## config.mk

```make
export PLATFORM = sky130hd
export DESIGN_NAME = noc_pkt_packetizer
export DESIGN_NICKNAME = d
export VERILOG_FILES = /design/src/rtl/noc_pkt_packetizer_pkg.sv /design/src/rtl/noc_flit_hdr_fmt.sv /design/src/rtl/noc_pkt_packetizer.sv
export SDC_FILE = /design/constraint.sdc
export NUM_CORES = 1
export LEC_CHECK = 0
export BUFFER_PORTS_ARGS = -buffer_cell sky130_fd_sc_hd__buf_2
export CORE_AREA = 2 2 472 474
export DETAILED_ROUTE_END_ITERATION = 8
export DIE_AREA = 0 0 474 476
export PLACE_DENSITY = 0.34
export SYNTH_ARGS = -nofsm -noshare
export SYNTH_HDL_FRONTEND = slang
export SYNTH_HIERARCHICAL = 1
export SYNTH_SLANG_ARGS = --single-unit
```

## constraint.sdc

```tcl
create_clock -name clk -period 4.79 [get_ports clk]
set_clock_uncertainty 0.15 [all_clocks]
set_input_delay 0.2395 -clock clk [delete_from_list [all_inputs] [get_ports clk]]
set_output_delay 0.2395 -clock clk [all_outputs]
set_load 0.02 [all_outputs]
```

## src/rtl/noc_pkt_packetizer_pkg.sv

```systemverilog
// Shared types and flit field geometry for the parser NoC flit protocol.
// Every flit is four equal quarters; each quarter carries {valid, sop, eop} in its top three bits.
package noc_pkt_packetizer_pkg;

    typedef enum logic [2:0] {
        MOD_M0 = 3'd0,
        MOD_M1 = 3'd1,
        MOD_M2 = 3'd2,
        MOD_M3 = 3'd3,
        MOD_M4 = 3'd4,
        MOD_M5 = 3'd5,
        MOD_M6 = 3'd6,
        MOD_M7 = 3'd7
    } mod_t;

    typedef enum logic {
        ST_HDR  = 1'b0,
        ST_BODY = 1'b1
    } state_t;

    typedef struct packed {
        state_t      state;
        mod_t        pkt_mod;
        logic [31:0] pkt_tag;
    } dbg_t;

    localparam int QUARTERS   = 4;
    localparam int LANE_BITS  = 128;
    localparam int BEAT_BYTES = 64;
    localparam int TAG_W      = 32;
    localparam int MOD_W      = 3;
    localparam int HDR_PAD_W  = 7;

    function automatic int flit_vld(input int nw, input int k);
        return (nw / QUARTERS) * k + (nw / QUARTERS) - 1;
    endfunction

    function automatic int flit_sop(input int nw, input int k);
        return flit_vld(nw, k) - 1;
    endfunction

    function automatic int flit_eop(input int nw, input int k);
        return flit_vld(nw, k) - 2;
    endfunction

    function automatic int hdr_vc_msb(input int nw);
        return nw - 4;
    endfunction

    function automatic int hdr_dst_msb(input int nw, input int vcw);
        return hdr_vc_msb(nw) - vcw;
    endfunction

    // One reserved zero bit separates the destination field from the tag.
    function automatic int hdr_tag_msb(input int nw, input int vcw, input int rw);
        return hdr_dst_msb(nw, vcw) - rw - 1;
    endfunction

    function automatic int hdr_mod_msb(input int nw, input int vcw, input int rw);
        return hdr_tag_msb(nw, vcw, rw) - TAG_W - HDR_PAD_W;
    endfunction

    // Quarter 3 carries the first 16 bytes, so valid quarters fill from the top down.
    function automatic logic [3:0] quarter_valid(input logic [5:0] empty);
        logic [6:0] nbytes;
        logic [3:0] qv;
        nbytes = 7'd64 - {1'b0, empty};
        for (int k = 0; k < QUARTERS; k++) begin
            qv[k] = (nbytes > 7'(16 * (3 - k)));
        end
        return qv;
    endfunction

    function automatic logic [3:0] lowest_valid(input logic [3:0] qv);
        return qv & ~(qv << 1);
    endfunction

endpackage

```

## src/rtl/noc_flit_hdr_fmt.sv

```systemverilog
// Combinational header flit formatter: {vld,sop,eop}=110, VC, destination router, tag, target module.
// Only quarter 3 is marked valid; every other bit is zero.
module noc_flit_hdr_fmt
    import noc_pkt_packetizer_pkg::*;
#(
    parameter int NOC_WIDTH = 600,
    parameter int VCW       = 1,
    parameter int RW        = 4
) (
    input  logic [VCW-1:0]       vc,
    input  logic [RW-1:0]        dest,
    input  logic [TAG_W-1:0]     tag,
    input  mod_t                 mod,
    output logic [NOC_WIDTH-1:0] flit
);

    localparam int VLD_TOP = flit_vld(NOC_WIDTH, 3);
    localparam int SOP_TOP = flit_sop(NOC_WIDTH, 3);
    localparam int VC_MSB  = hdr_vc_msb(NOC_WIDTH);
    localparam int DST_MSB = hdr_dst_msb(NOC_WIDTH, VCW);
    localparam int TAG_MSB = hdr_tag_msb(NOC_WIDTH, VCW, RW);
    localparam int MOD_MSB = hdr_mod_msb(NOC_WIDTH, VCW, RW);

    always_comb begin
        flit                   = '0;
        flit[VLD_TOP]          = 1'b1;
        flit[SOP_TOP]          = 1'b1;
        flit[VC_MSB -: VCW]    = vc;
        flit[DST_MSB -: RW]    = dest;
        flit[TAG_MSB -: TAG_W] = tag;
        flit[MOD_MSB -: MOD_W] = mod;
    end

endmodule

```

## src/rtl/noc_pkt_packetizer.sv

```systemverilog
// Transmit-side packetizer: turns an Avalon-ST packet stream into NoC flits, prefixing each packet
// with a header flit whose destination rotates round-robin over DEST.
module noc_pkt_packetizer
    import noc_pkt_packetizer_pkg::*;
#(
    parameter int DATA_WIDTH      = 512,
    parameter int NOC_WIDTH       = 600,
    parameter int NUM_VC          = 2,
    parameter int NOC_RADIX       = 16,
    parameter int VC_ID           = 0,
    parameter int NUM_SRC         = 4,
    parameter int DEST [NUM_SRC]  = '{12, 13, 14, 15}
) (
    input  logic                  clk,
    input  logic                  reset,
    input  logic [DATA_WIDTH-1:0] i_data_in,
    input  logic                  i_valid_in,
    input  logic                  i_sop_in,
    input  logic                  i_eop_in,
    input  logic [5:0]            i_empty_in,
    input  logic [2:0]            i_dest_mod_in,
    input  logic [31:0]           i_tag_in,
    output logic                  i_ready_out,
    output logic [NOC_WIDTH-1:0]  o_data_out,
    output logic                  o_valid_out,
    input  logic                  o_ready_in,
    output logic                  o_proto_err,
    output dbg_t                  dbg
);

    localparam int VCW = (NUM_VC > 1) ? $clog2(NUM_VC) : 1;
    localparam int RW  = (NOC_RADIX > 1) ? $clog2(NOC_RADIX) : 1;
    localparam int RRW = (NUM_SRC > 1) ? $clog2(NUM_SRC) : 1;
    localparam int Q   = NOC_WIDTH / QUARTERS;

    // Handshake: a beat moves when i_valid_in && i_ready_out; a flit moves when
    // o_valid_out && o_ready_in. Valid never waits on ready on either side.

    state_t               state;
    logic [RRW-1:0]       rr_idx;
    mod_t                 pkt_mod;
    logic [31:0]          pkt_tag;

    logic                 adv;
    logic                 hdr_go;
    logic                 beat_acc;
    logic [RW-1:0]        dest_sel;
    logic [3:0]           qv;
    logic [3:0]           eq;
    logic [NOC_WIDTH-1:0] hdr_flit;
    logic [NOC_WIDTH-1:0] data_flit;

    assign adv      = !o_valid_out || o_ready_in;
    assign hdr_go   = (state == ST_HDR) && i_valid_in && i_sop_in && adv;
    assign beat_acc = (state == ST_BODY) && i_valid_in && adv;
    assign dest_sel = RW'(DEST[rr_idx]);

    // The sop beat is held off in HDR so it can be re-presented as the first body beat.
    always_comb begin
        if (!reset) begin
            i_ready_out = 1'b0;
        end else if (state == ST_HDR) begin
            i_ready_out = !(i_valid_in && i_sop_in);
        end else begin
            i_ready_out = adv;
        end
    end

    noc_flit_hdr_fmt #(
        .NOC_WIDTH (NOC_WIDTH),
        .VCW       (VCW),
        .RW        (RW)
    ) u_hdr_fmt (
        .vc   (VCW'(VC_ID)),
        .dest (dest_sel),
        .tag  (i_tag_in),
        .mod  (mod_t'(i_dest_mod_in)),
        .flit (hdr_flit)
    );

    always_comb begin
        qv        = i_eop_in ? quarter_valid(i_empty_in) : 4'b1111;
        eq        = i_eop_in ? lowest_valid(qv) : 4'b0000;
        data_flit = '0;
        for (int k = 0; k < QUARTERS; k++) begin
            if (qv[k]) begin
                data_flit[Q*k +: LANE_BITS]        = i_data_in[LANE_BITS*k +: LANE_BITS];
                data_flit[flit_vld(NOC_WIDTH, k)]  = 1'b1;
                data_flit[flit_eop(NOC_WIDTH, k)]  = eq[k];
            end
        end
    end

    always_ff @(posedge clk or negedge reset) begin
        if (!reset) begin
            state       <= ST_HDR;
            rr_idx      <= '0;
            pkt_mod     <= MOD_M0;
            pkt_tag     <= '0;
            o_data_out  <= '0;
            o_valid_out <= 1'b0;
            o_proto_err <= 1'b0;
        end else begin
            o_proto_err <= (state == ST_HDR) && i_valid_in && !i_sop_in;
            case (state)
                ST_HDR: begin
                    if (hdr_go) begin
                        o_data_out  <= hdr_flit;
                        o_valid_out <= 1'b1;
                        pkt_mod     <= mod_t'(i_dest_mod_in);
                        pkt_tag     <= i_tag_in;
                        rr_idx      <= (rr_idx == RRW'(NUM_SRC - 1)) ? '0 : rr_idx + 1'b1;
                        state       <= ST_BODY;
                    end else if (adv) begin
                        o_valid_out <= 1'b0;
                    end
                end
                ST_BODY: begin
                    if (beat_acc) begin
                        o_data_out  <= data_flit;
                        o_valid_out <= 1'b1;
                        if (i_eop_in) begin
                            state <= ST_HDR;
                        end
                    end else if (adv) begin
                        o_valid_out <= 1'b0;
                    end
                end
                default: state <= ST_HDR;
            endcase
        end
    end

    always_comb begin
        dbg.state   = state;
        dbg.pkt_mod = pkt_mod;
        dbg.pkt_tag = pkt_tag;
    end

endmodule

```

==> results of run 1 <==
worst paths after layout:
check / cells after the start / endpoint / slack (ns) / start
min in group asynchronous: 3 / o_data_out[309] / 0.55 / reset
max in group asynchronous: 4 / o_data_out[216] / 2.17 / reset
worst max register to register: 7 / o_data_out[397] / 1.75 / o_valid_out
worst max-delay path: 10 / o_data_out[567] / 1.74 / i_eop_in
worst min-delay path: 3 / o_data_out[421] / -0.005 / i_data_in[377]
worst min register to register: 2 / o_data_out[592] / 0.31 / o_data_out[592]
logic make-up (layout without fill, tap and decap cells):
group | after synthesis | after routing | synth area share
compound gates | 1313 | 1313 | 0.237
xor+xnor | 2 | 2 | 0.000513
fa+ha+maj | 2 | 2 | 0.000733
buf+inv | 953 | 2012 | 0.175
flops | 640 | 640 | 0.469
mux | 36 | 36 | 0.0119
other cells | 4 | 591 | 0.000440
simple gates | 920 | 920 | 0.106
per-layer routing:
metal | vias to the layer above | share of wire
li1 | 15500 | -
met1 | 15800 | 0.41
met2 | 1076 | 0.49
met3 | 198 | 0.071
met4 | 8 | 0.032
met5 | - | 0.00025
what timing repair did:
item,in CTS,in global routing
hold buffers,560,0
endpoints found under the hold margin,650,0
endpoints found under the setup margin,0,0
power by group through the flow:
stage / sequential, mW / clock (mW) / combinational, mW
after CTS: 8.69 / 7.17 / 11.3
after detailed placement: 8.75 / 0 / 10.8
after global routing: 8.92 / 7.37 / 12.0
after global placement: 8.69 / 0 / 10.9
after floorplan: 11.0 / 0 / 3.90
final: 8.65 / 6.88 / 11.1
placed cells by master, fill, tap and decap left out, types with 6 or more instances in the layout:
cell,Yosys,routed
a21oi_1,775,775
a221oi_1,128,128
buf_12,0,21
buf_2,58,1196
buf_4,618,65
clkbuf_1,264,29
clkbuf_16,0,92
clkbuf_8,0,14
clkinv_2,0,16
conb_1,4,563
dfrtp_1,640,639
diode_2,0,28
dlygate4sd3_1,0,560
mux2_2,36,36
nand2_1,172,171
nand3_1,81,80
nor2_1,647,645
o211ai_1,386,386
o21ai_0,6,6
through the flow:
stage,instances,hold WS (ns),area (µm²)
2_1_floorplan,4429,-0.206,36200
3_3_place_gp,7739,0.200,41000
3_5_place_dp,7739,0.198,41000
4_1_cts,8463,0.0417,49600
5_1_grt,8480,0.0240,49600
6_report,8491,-0.00504,49700
critical path: cells and delay by family:
family	cells	cell delay [ns]
simple gates	4	0.99
buf+inv	5	1.94
compound gates	1	0.26
cell usage after synthesis, drive strengths merged:
master	n	area share
a21oi	775	0.11
buf	684	0.15
nor2	647	0.071
dfrtp	640	0.47
o211ai	386	0.085
clkbuf	264	0.029
nand2	172	0.019
a221oi	128	0.033
nand3	81	0.012
mux2	36	0.012
o21ai	7	0.0010
inv	5	0.00055
conb	4	0.00044
nand2b	4	0.00073
nor3	4	0.00059
a21o	3	0.00066
nor3b	3	0.00066
a2111oi	2	0.00051
ha	2	0.00073
o21a	2	0.00044
o22a	2	0.00051
or2	2	0.00037
xor2	2	0.00051
a211oi	1	0.00037
a311o	1	0.00029
a311oi	1	0.00044
and2	1	0.00018
nand3b	1	0.00022
nand4	1	0.00018
nor2b	1	0.00018
nor4b	1	0.00044
o21bai	1	0.00022
o22ai	1	0.00018
o311ai	1	0.00026
o31ai	1	0.00022
o41a	1	0.00033
or4	1	0.00022
or4b	1	0.00029
cell type report:
cell class                 count  area [µm²]  area share
clock inverter                29         382     0.00768
antenna                       28        70.1     0.00141
inverter                       5        26.3    0.000529
multi-input combinational   2836       14300       0.288
timing repair buffer        1843       12500       0.252
sequential                   640       16000       0.323
clock buffer                 135        2600      0.0524
tap                         2975        3720      0.0749
registers in the layout (all words and copies together), names as in the netlist:
register,count
o_data_out,600
pkt_tag,32
pkt_mod,3
rr_idx,2
o_proto_err,1
o_valid_out,1
state,1
==> results.tsv, run 1 <==
metric	value	unit
cts_buffer_depth	3	
firstDrtPassIters	5	
vias_per_cell	3.84	
run_status	finished, violations left	
combPwrFrac	0.416	
layout-drive-gt1-share	0.267	
grt_start_max_net_pins	191	
ys_warn_count	6	
post_cts_buffers	0	
grt_usage	0.144	
synth_area	34200	µm²
first_iter_violations	1731	
required	5.25	ns
synth_seq_area_share	0.469	
utilization	0.225	
p_leak	22.0	nW
worstSetupPathType	in -> reg	
hold_viol_final	1	
top_usage_layer	met2	
grt_pass1_vias	33300	
wl	171000	µm
worstHoldPathType	in -> reg	
use_met1	0.171	
h-tree-depth	3	
cts_made_buffers	91	
start_util	0.155	
rsz0062_at_grt	no	
worstSetupStartpointType	input pin	
critPathSlowestCell	dlygate4sd3_1	
cp-end-kind	flop	
nets	5978	
max-cap-violations	0	
antenna_left	0	
areaGrowthSynthToFinish	45.4	%
period_needed	3.05	ns
worst-path-max-fanout	16	
cts_tree	built	
whs	-0.00504	ns
fmax	328	MHz
maxSlewHeadroom	0.153	
dp_slack	1.46	ns
fill_cells	24600	
route.vias.total	32600	
ir_drop	317	µV
crit_chain	dlygate4sd3_1 -> buf_2 -> nand4_1 -> nor3_1 -> nor2_4 -> buf_4 -> buf_4 -> a221oi_1 -> dlygate4sd3_1 -> nor2_1	
die_y	476	µm
seq_power_share	0.325	
clock_latency	0.70	ns
cp.arrival	3.51	ns
ys_types	43	
dp.final_hpwl	118000	µm
internal_power	14.8	mW
grt_first_pass_wirelength	243000	µm
use_met2	0.246	
violations	negative hold slack	
tightest_slew	1.27	ns
syn_avg_cell_area	8.82	µm²
setup_ws	1.74	ns
final.period_utilization	0.637	
clkTransAtPathRegs	0.05	ns
switching_share	0.442	
cts_root_buffer	clkbuf_16	
gp_congestion	0.816	
power_density	536	nW/µm²
p_sw	11.8	mW
die_w	474	µm
finalPower	26.6	mW
power_frac_clock	0.259	
ys_seq_elements	640	
wl_per_cell	20.1	µm
drc	0	
cp_slowest_stage_delay	0.59	ns
clkSinkCount	640	
overflow	0	
dieArea	226000	µm²
antenna_found_initial	30	
cts_resized	0	
core_area	221000	µm²
drv_slew	0	
fin_tns_setup	0	ns
use_met3	0.0442	
syn-instance-count	3870	
finalSetupViolations	0	
rows	173	
io_buffer_count	1197	
ioPinCount	1198	
No activity file was read; power rests on OpenSTA's default activity.
==> run 2: changes to the inputs <==
--- a/config.mk
+++ b/config.mk
@@ -5,11 +5,12 @@
 export SDC_FILE = /design/constraint.sdc
 export NUM_CORES = 1
 export LEC_CHECK = 0
+export ABC_AREA = 1
 export BUFFER_PORTS_ARGS = -buffer_cell sky130_fd_sc_hd__buf_2
-export CORE_AREA = 2 2 472 474
+export CORE_AREA = 2 2 465 467
 export DETAILED_ROUTE_END_ITERATION = 8
-export DIE_AREA = 0 0 474 476
-export PLACE_DENSITY = 0.34
+export DIE_AREA = 0 0 467 469
+export PLACE_DENSITY = 0.35
 export SYNTH_ARGS = -nofsm -noshare
 export SYNTH_HDL_FRONTEND = slang
 export SYNTH_HIERARCHICAL = 1
==> constraint.sdc (replaced) <==
create_clock -name clk -period 2.56 [get_ports clk]
set_clock_uncertainty 0.15 [all_clocks]
set_input_delay 0.128 -clock clk [delete_from_list [all_inputs] [get_ports clk]]
set_output_delay 0.128 -clock clk [all_outputs]
set_load 0.02 [all_outputs]
==> results.tsv, run 2 <==
metric	value	unit
synthTopCellsByCount	1032 x a21oi_1, 640 x dfrtp_1, 618 x buf_4, 563 x nand2_1, 523 x nor2_1	
cts_buffer_depth	3	
grt_first_pass_wirelength	237000	µm
synth_edf_count	0	
fin_tns_setup	0	ns
grt_start_max_net_pins	116	
ys_types	29	
synth_area_leaders	dfrtp_1 48%, a21oi_1 16%, buf_4 14%, nand2_1 6.4%, nor2_1 5.9%	
final.period_utilization	0.983	
crit_chain	dlygate4sd3_1 -> buf_2 -> inv_1 -> nand2_1 -> dlygate4sd3_1 -> nand2_1 -> nand3_2 -> nand3_4 -> buf_8 -> nand3_1 -> dlygate4sd3_1 -> a21oi_1	
setup.worst_path.start	i_empty_in[5]	
finalSetupViolations	0	
maxSlewHeadroom	0.160	
hold_viol_final	0	
largest_register_ffs	600	
die_w	467	µm
areaGrowthSynthToFinish	58.4	%
overflow	0	
tightest_slew	1.26	ns
vias_per_cell	3.74	
max-cap-violations	0	
required	3.05	ns
wl_met2	79500	µm
antenna_found_initial	16	
highest_layer	met5	
die_y	469	µm
yosysMostFrequentCell	a21oi_1	
grt_pass1_vias	34000	
gp_congestion	0.842	
cp_slowest_stage_delay	0.62	ns
run_status	finished clean	
timing.rr.start	state	
route.vias.total	33400	
crit_top_cell	dlygate4sd3_1	
period_needed	2.52	ns
ir_drop	539	µV
first_iter_violations	1737	
fmax	397	MHz
synth_area	33100	µm²
yosys_most_used_dff	dfrtp_1	
dieArea	219000	µm²
p_leak	24.7	nW
async_flop_share	1.00	
layout-drive-gt1-share	0.245	
firstDrtPassIters	5	
cp.arrival	3.01	ns
cts_made_buffers	86	
netlist.area_leader.share	0.483	
syn_avg_cell_area	8.20	µm²
final_common_cell	buf_2	
dp.final_hpwl	118000	µm
rsz0062_at_grt	yes	
ys_warn_count	6	
clock_latency	0.72	ns
nets	6591	
syn-instance-count	4041	
worst-path-max-fanout	27	
rows	170	
clkTransAtPathRegs	0.06	ns
wl	167000	µm
core_area	214000	µm²
critPathSlowestCell	dlygate4sd3_1	
ioPinCount	1198	
regMostFlops	o_data_out	
synth_seq_area_share	0.483	
hold_start	i_data_in[358]	
wl_met1	70800	µm
worstHoldPathType	in -> reg	
h-tree-depth	3	
place_inst	7880	
cts_root_buffer	clkbuf_16	
power_density	1170	nW/µm²
drc	0	
drv_slew	0	
io_buffer_count	1197	
grt_usage	0.144	
layout_common_cells	1195 x buf_2, 1032 x a21oi_1, 884 x dlygate4sd3_1	
ys_seq_elements	640	
cp-end-kind	flop	
reg.largest.list	o_data_out: 600 flops, pkt_tag: 32 flops, pkt_mod: 3 flops	
fill_cells	23700	
start_util	0.155	
clkSinkCount	640	
cts_tree	built	
fin_cells	8937	
worstSetupPathType	in -> reg	
antenna_left	0	
yosys.area.top_type	dfrtp_1	
wl_per_cell	18.7	µm
dr_wl_met3	11700	µm
worstSetupStartpointType	input pin	
whs	0.0892	ns
run 2: cell types whose count changed in the layout (fill, tap and decap cells not counted), sizes merged, moves of 18 or more:
| cell | change |
|---|---|
| nand2 | +393 |
| o211ai | -385 |
| dlygate4sd3 | +324 |
| a21oi | +257 |
| nand3 | +191 |
| a221oi | -128 |
| nor2 | -120 |
| o21ai | +75 |
| buf | +56 |
| mux2 | -36 |
| diode | -18 |
run 2: stage by stage:
step                setup WS (ns)  power (mW)   util  cell area, µm²
finish                     0.0424        61.6  0.246           52500
global route              -0.0773        65.9  0.245           52500
floorplan                   0.724        35.4      -           35200
global placement            0.125        47.9  0.189           40500
detailed placement         0.0479        48.1  0.189           40500
CTS                       0.00349        62.3  0.244           52200
run 2: final timing paths:
| kind | slack [ns] | end | depth (start not counted) |
|---|---|---|---|
| worst max-delay path | 0.04 | o_data_out[63] | 12 |
| worst min-delay path | 0.09 | o_data_out[402] | 4 |
| worst max register to register | 0.15 | o_data_out[536] | 9 |
| worst min register to register | 0.32 | pkt_mod[0] | 2 |
| max in group asynchronous | 0.49 | o_data_out[80] | 5 |
| min in group asynchronous | 0.56 | o_data_out[553] | 4 |
run 2: layout make-up:
| cell class | count | area, µm² | area share |
|---|---|---|---|
| multi-input combinational | 3054 | 13300 | 0.254 |
| timing repair buffer | 2232 | 16700 | 0.319 |
| inverter | 16 | 75.1 | 0.00143 |
| antenna | 10 | 25.0 | 0.000477 |
| clock buffer | 131 | 2550 | 0.0486 |
| clock inverter | 16 | 196 | 0.00374 |
| sequential | 640 | 16000 | 0.305 |
| tap | 2838 | 3550 | 0.0677 |
run 2: kinds of logic after synthesis:
| kind of cell | count (synthesis) | share of synthesized area |
|---|---|---|
| buffers and inverters | 907 | 0.179 |
| adders and majority gates | 2 | 0.000755 |
| DFF | 640 | 0.483 |
| other | 4 | 0.000453 |
| AOI/OAI and AO/OA | 1119 | 0.169 |
| and+or+nand+nor | 1369 | 0.166 |
run 2: power breakdown:
part           total, mW  switching, mW  internal [mW]
combinational       31.4           21.2           10.2
clock               12.1           5.14           6.96
sequential          18.0           2.84           15.2
total               61.6           29.2           32.4
run 2: critical path: cells and delay by family:
family          cells  cell delay (ns)
buf+inv             6             2.18
simple gates        5             0.54
compound gates      1             0.14
run 2: repair_timing:
item / 4_1_cts / 5_1_grt
cloned: 2 / 7
hold buffers: 885 / 0
endpoints found under the setup margin: 1 / 218
resized for setup: 3 / 13
pin swaps: 0 / 2
hold endpoints to repair: 1207 / 0
buffers inserted: 0 / 6
run 2: layer usage:
| layer | vias to the layer above | global-route usage |
|---|---|---|
| met3 | 220 | 0.0394 |
| met5 | - | 0 |
| li1 | 16200 | - |
| met1 | 15900 | 0.177 |
| met4 | 14 | 0.0472 |
| met2 | 1087 | 0.241 |
